File: src/rtl/synapse_accumulator.sv
// synapse_accumulator
//   Event-driven synaptic current accumulator for a small neuron group.
//   A spike tag from an external FIFO selects a row of the weight matrix.
//   That row is added, with saturation, into every neuron's next-timestep
//   current. A timestep-end swap commits the next currents to the readable
//   bank and leaks the next bank by an arithmetic right shift.
//
// Ports
//   clk        in   sole clock, rising edge
//   reset      in   asynchronous, active-high
//   fifo_empty in   spike FIFO empty (fired_tag valid when low)
//   fired_tag  in   TAGBITS, tag at the FIFO head
//   req_deq    out  pop strobe, high for the whole FETCH cycle
//   swap       in   one-cycle timestep-end pulse
//   w_en/w_src/w_dst/w_data  in   weight write mem[w_src][w_dst]
//   w_ready    out  weight write accepted this cycle (IDLE only)
//   rd_en/rd_tag             in   committed-current read request
//   i_out      out  NUMWIDTH+1, registered read data, 1-cycle latency
//   busy       out  state != IDLE
//   state_out  out  2-bit state encoding
//   ovf        out  one-cycle pulse after an ACCUM in which any lane clamped
module synapse_accumulator #(
    parameter int NUMWIDTH    = 16,
    parameter int TAGBITS     = 2,
    parameter int DECAY_SHIFT = 1
) (
    input  logic                clk,
    input  logic                reset,
    input  logic                fifo_empty,
    input  logic [TAGBITS-1:0]  fired_tag,
    output logic                req_deq,
    input  logic                swap,
    input  logic                w_en,
    input  logic [TAGBITS-1:0]  w_src,
    input  logic [TAGBITS-1:0]  w_dst,
    input  logic [NUMWIDTH:0]   w_data,
    output logic                w_ready,
    input  logic                rd_en,
    input  logic [TAGBITS-1:0]  rd_tag,
    output logic [NUMWIDTH:0]   i_out,
    output logic                busy,
    output logic [1:0]          state_out,
    output logic                ovf
);

    localparam int NUMNEURONS = 2 ** TAGBITS;
    localparam int WW         = NUMWIDTH + 1;

    typedef enum logic [1:0] {
        IDLE  = 2'b00,
        FETCH = 2'b01,
        ACCUM = 2'b11,
        SWAP  = 2'b10
    } state_t;

    state_t                 state_r;
    state_t                 state_next_s;
    logic                   tag_load_s;
    logic [TAGBITS-1:0]     tag_r;
    logic                   swap_pending_r;
    logic                   ovf_r;
    logic [WW-1:0]          i_out_r;

    logic [WW-1:0]          mem_r    [NUMNEURONS][NUMNEURONS];
    logic [WW-1:0]          lane_r   [NUMNEURONS];
    logic signed [WW-1:0]   i_next_r [NUMNEURONS];
    logic [WW-1:0]          i_r      [NUMNEURONS];

    logic [WW:0]            acc_sum_s [NUMNEURONS];
    logic [WW-1:0]          acc_sat_s [NUMNEURONS];
    logic [NUMNEURONS-1:0]  clamp_s;

    // The extra top bit disagrees with the sign bit exactly when the
    // WW-bit signed result would have wrapped.
    function automatic logic sum_overflows(input logic [WW:0] sum);
        return sum[WW] ^ sum[WW-1];
    endfunction

    // Clamp a widened sum to the WW-bit signed range; the top bit
    // tells which rail was crossed.
    function automatic logic [WW-1:0] sat_word(input logic [WW:0] sum);
        logic [WW-1:0] res;
        if (!sum_overflows(sum)) begin
            res = sum[WW-1:0];
        end else if (sum[WW] == 1'b0) begin
            res = {1'b0, {NUMWIDTH{1'b1}}};
        end else begin
            res = {1'b1, {NUMWIDTH{1'b0}}};
        end
        return res;
    endfunction

    assign req_deq   = (state_r == FETCH);
    assign w_ready   = (state_r == IDLE);
    assign busy      = (state_r != IDLE);
    assign state_out = state_r;
    assign ovf       = ovf_r;
    assign i_out     = i_out_r;

    // Per-lane sign-extended add and saturation for the ACCUM update
    always_comb begin
        clamp_s = {NUMNEURONS{1'b0}};
        for (int k = 0; k < NUMNEURONS; k++) begin
            acc_sum_s[k] = {i_next_r[k][WW-1], i_next_r[k]} + {lane_r[k][WW-1], lane_r[k]};
            acc_sat_s[k] = sat_word(acc_sum_s[k]);
            clamp_s[k]   = sum_overflows(acc_sum_s[k]);
        end
    end

    // Next-state decode; spike work always wins over a pending swap
    always_comb begin
        state_next_s = state_r;
        tag_load_s   = 1'b0;
        case (state_r)
            IDLE: begin
                if (!fifo_empty) begin
                    state_next_s = FETCH;
                    tag_load_s   = 1'b1;
                end else if (swap || swap_pending_r) begin
                    state_next_s = SWAP;
                end else begin
                    state_next_s = IDLE;
                end
            end
            FETCH: begin
                state_next_s = ACCUM;
            end
            ACCUM: begin
                if (!fifo_empty) begin
                    state_next_s = FETCH;
                    tag_load_s   = 1'b1;
                end else begin
                    state_next_s = IDLE;
                end
            end
            SWAP: begin
                state_next_s = IDLE;
            end
            default: begin
                state_next_s = IDLE;
            end
        endcase
    end

    // Control registers: state, latched tag, swap request, overflow pulse
    always_ff @(posedge clk or posedge reset) begin
        if (reset) begin
            state_r        <= IDLE;
            tag_r          <= {TAGBITS{1'b0}};
            swap_pending_r <= 1'b0;
            ovf_r          <= 1'b0;
        end else begin
            state_r <= state_next_s;
            if (tag_load_s) begin
                tag_r <= fired_tag;
            end else begin
                tag_r <= tag_r;
            end
            // A swap that cannot be served right now is remembered once;
            // entering SWAP consumes it.
            if (state_next_s == SWAP) begin
                swap_pending_r <= 1'b0;
            end else if (swap) begin
                swap_pending_r <= 1'b1;
            end else begin
                swap_pending_r <= swap_pending_r;
            end
            ovf_r <= (state_r == ACCUM) && (|clamp_s);
        end
    end

    // Weight matrix; writes only land while IDLE, so a write on the
    // IDLE->FETCH edge is already visible to the following FETCH
    always_ff @(posedge clk or posedge reset) begin
        if (reset) begin
            for (int s = 0; s < NUMNEURONS; s++) begin
                for (int d = 0; d < NUMNEURONS; d++) begin
                    mem_r[s][d] <= {WW{1'b0}};
                end
            end
        end else if (w_en && (state_r == IDLE)) begin
            mem_r[w_src][w_dst] <= w_data;
        end
    end

    // Lane, next-current and committed-current banks
    always_ff @(posedge clk or posedge reset) begin
        if (reset) begin
            for (int k = 0; k < NUMNEURONS; k++) begin
                lane_r[k]   <= {WW{1'b0}};
                i_next_r[k] <= {WW{1'b0}};
                i_r[k]      <= {WW{1'b0}};
            end
        end else begin
            for (int k = 0; k < NUMNEURONS; k++) begin
                case (state_r)
                    FETCH: begin
                        lane_r[k] <= mem_r[tag_r][k];
                    end
                    ACCUM: begin
                        i_next_r[k] <= acc_sat_s[k];
                    end
                    SWAP: begin
                        i_r[k]      <= i_next_r[k];
                        i_next_r[k] <= i_next_r[k] >>> DECAY_SHIFT;
                    end
                    default: begin
                        lane_r[k] <= lane_r[k];
                    end
                endcase
            end
        end
    end

    // Read port; reads the pre-update bank, so a read during SWAP sees old data
    always_ff @(posedge clk or posedge reset) begin
        if (reset) begin
            i_out_r <= {WW{1'b0}};
        end else if (rd_en) begin
            i_out_r <= i_r[rd_tag];
        end else begin
            i_out_r <= i_out_r;
        end
    end

endmodule
File: config.mk
export PLATFORM = sky130hd
export DESIGN_NAME = synapse_accumulator
export DESIGN_NICKNAME = d
export VERILOG_FILES = /design/src/rtl/synapse_accumulator.sv
export SDC_FILE = /design/constraint.sdc
export NUM_CORES = 1
export LEC_CHECK = 0
export BUFFER_PORTS_ARGS = -buffer_cell sky130_fd_sc_hd__buf_4
export CAP_MARGIN = 40
export CORE_MARGIN = 2
export CORE_UTILIZATION = 55
export CTS_CLUSTER_DIAMETER = 100
export DETAILED_ROUTE_END_ITERATION = 8
export HOLD_SLACK_MARGIN = 0.15
export PLACE_DENSITY = 0.72
export SLEW_MARGIN = 30
export SYNTH_ARGS = -nofsm -noshare
export SYNTH_HDL_FRONTEND = slang
export SYNTH_SLANG_ARGS = --single-unit
File: constraint.sdc
create_clock -name clk -period 20.3 [get_ports clk]
set_clock_uncertainty 0.05 [all_clocks]
set_input_delay 6.09 -clock clk [delete_from_list [all_inputs] [get_ports clk]]
set_output_delay 6.09 -clock clk [all_outputs]
set_load 0.01 [all_outputs]
==> results.ini <==
[worst_hold_path]
hold_class = reg -> reg

[final_layout]
final_core_util = 0.624
n_antenna_cell = 0
mostFrequentLayoutCell = dfrtp_1
layout-drive-gt1-share = 0.384
nNetsFinal = 1935
final_cell_mix = dfrtp_1 (497), mux2_2 (404), mux4_2 (85)
syn_to_final_growth_pct = 12.4

[floorplan]
start_util = 0.555
core_area_um2 = 44100
num_rows = 77
design.die.area_um2 = 46200
dieWidth_um = 215
ios = 54
die-height_um = 215

[sta]
worstMarginPinSlew_ns = 0.781
hold_viol = 0
setup_viol = 0
fmax_mhz = 121
maxSlewHeadroom = 0.466
fin_tns_setup_ns = 0
drv_slew = 0
rsz0062_at_grt = no
fin_crit_sh = 0.406
finalCriticalPeriod_ns = 8.24
finalWorstSetupSlack_ns = 12.06

[synth]
ys_types = 94
ys_warn_count = 0
synth_fa_ha_area_frac = 0.0400
synth.area.mux_share = 0.264
synth-simple-area-share = 0.0420
ys_async_sr_fraction = 1.00
synth_edf_count = 0
ys_seq_area_frac = 0.510
synth_top_flop_cell = dfrtp_1
synth-seq-cells = 499
syn_area_um2 = 24500
syn-instance-count = 1788
synth_nets = 1895
synth_xor_area_frac = 0.0190
synth_top_family_by_area = multiplexers
postSynthAreaPerCell_um2 = 13.7
synth_compound_area_frac = 0.0985

[flow_run]
cap_viol_max_count = 0

[power_and_ir_drop]
p_leak_nw = 12.9
ir_drop_mv = 0.0986
power_density_nw_per_um2 = 164
total_power_mw = 4.52

[grt]
grt_pass1_wl_um = 89000
grt_use_total = 0.247
overflow = 0
antenna_found_initial = 2
first_global_vias = 15500
grt_max_degree = 71

[routing]
drtIter0Drc = 1229
first_pass_iters = 7
antenna_left = 0
finalWirelength_um = 55500
via_count = 15000
post_drt_wl_per_cell_um = 22.6
drc_errors = 0
via_per_inst = 6.10

[setup_path]
start_kind = input port
critPathKind = in -> async
crit_fanout = 64
cp-end-kind = asynchronous set/reset pin
cp.required_ns = 21.01
arrival_ns = 8.95

[cts]
cts_tree = built
clock_path_buffers = 3
post_cts_buffers = 0
clk_latency_ns = 0.60
cts_num_sinks = 499
clk_pin_slew_ns = 0.06
numCtsBuffers = 51
htree_levels = 2
cts_resized = 0
hold_buffers = 0
cts-root-buf = clkbuf_16

[placed_design]
routabilityCongestion = 0.849
dp_hpwl_um = 39000
io_buffers = 53
pre_cts_ws_ns = 11.28

[run_status]
status = completed

## worst max-delay path, stage by stage
cell and delay, ns:
buf_4 0.13, inv_8 0.30, buf_16 0.35, buf_4 0.50, buf_4 0.47, buf_16 0.31
buf_4 0.39, buf_16 0.30
## cell families after synthesis
family / count (synthesis)
fa+ha+maj: 76
simple gates: 214
mux: 490
flops: 499
compound gates: 307
xor+xnor: 53
buf+inv: 149
## cells in the mapped netlist, types with 5 or more instances
master,instances,area [um2]
dfrtp_1,499,12500
mux2_2,404,4550
mux4_2,85,1910
ha_1,72,901
clkbuf_1,71,267
nand2_1,70,263
nor2_1,68,255
o21ai_0,50,250
inv_1,47,176
a21oi_1,45,225
a21o_1,31,233
xor2_1,27,236
xnor2_1,26,228
a22o_1,16,140
a211o_1,15,131
nand2b_1,15,93.8
buf_1,14,52.6
a22oi_1,13,97.6
a211oi_1,11,82.6
a222oi_1,11,110
o211ai_1,11,82.6
nand3_1,10,50.1
o2111ai_1,10,87.6
o221ai_1,9,78.8
o21a_1,8,60.1
o21bai_1,8,60.1
and2_1,7,43.8
buf_2,7,35.0
nor3_1,7,35.0
nor2b_1,5,31.3
o21ai_1,5,25.0
o31ai_1,5,37.5
## final cells by class
cell class / count / area, um2
sequential: 499 / 12500
fill: 3341 / 16600
tap: 592 / 741
clock buffer: 75 / 1500
multi-input combinational: 1140 / 11400
inverter: 47 / 184
clock inverter: 21 / 327
timing repair buffer: 89 / 872
## sequential cells by signal (all words and copies together) (netlist names)
register and flops:
i_out 17, ovf 1, swap_pending_r 1, state_out 2, tag_r 2, lane_r 68, mem_r 272, i_next_r 68
i_r 68
## stage by stage
step	instance area (um2)	hold slack, ns	std cells
finish	27500	0.450	2463
global route	27500	0.460	2463
CTS	27500	0.452	2461
detailed placement	25600	0.437	2365
global placement	25400	0.432	2352
floorplan	24500	0.424	1788
## per-layer routing
layer / track usage / wire, um / part of all wire
met3: 0.0357 / 2900 / 0.052
met2: 0.379 / 25400 / 0.46
met1: 0.365 / 25400 / 0.46
met5: 0 / 0 / 0
met4: 0.0867 / 1810 / 0.033
## power by group
part | switching, mW | total (mW) | internal (mW)
Combinational | 0.831 | 1.76 | 0.931
Sequential | 0.325 | 1.76 | 1.44
Clock | 0.397 | 1.00 | 0.604
## path summary, 6_finish.rpt
check	start	endpoint	slack, ns	cells past startpoint
setup / recovery	reset	mem_r[207]	12.06	8
hold / removal	mem_r[121]	mem_r[121]	0.45	1
setup reg to reg	lane_r[34]	ovf	16.73	10
hold reg to reg	mem_r[121]	mem_r[121]	0.45	1
max in group clk	state_out[0]	busy	12.40	5
min in group asynchronous	reset	i_next_r[22]	5.46	2
(Power assumes the default switching activity.)
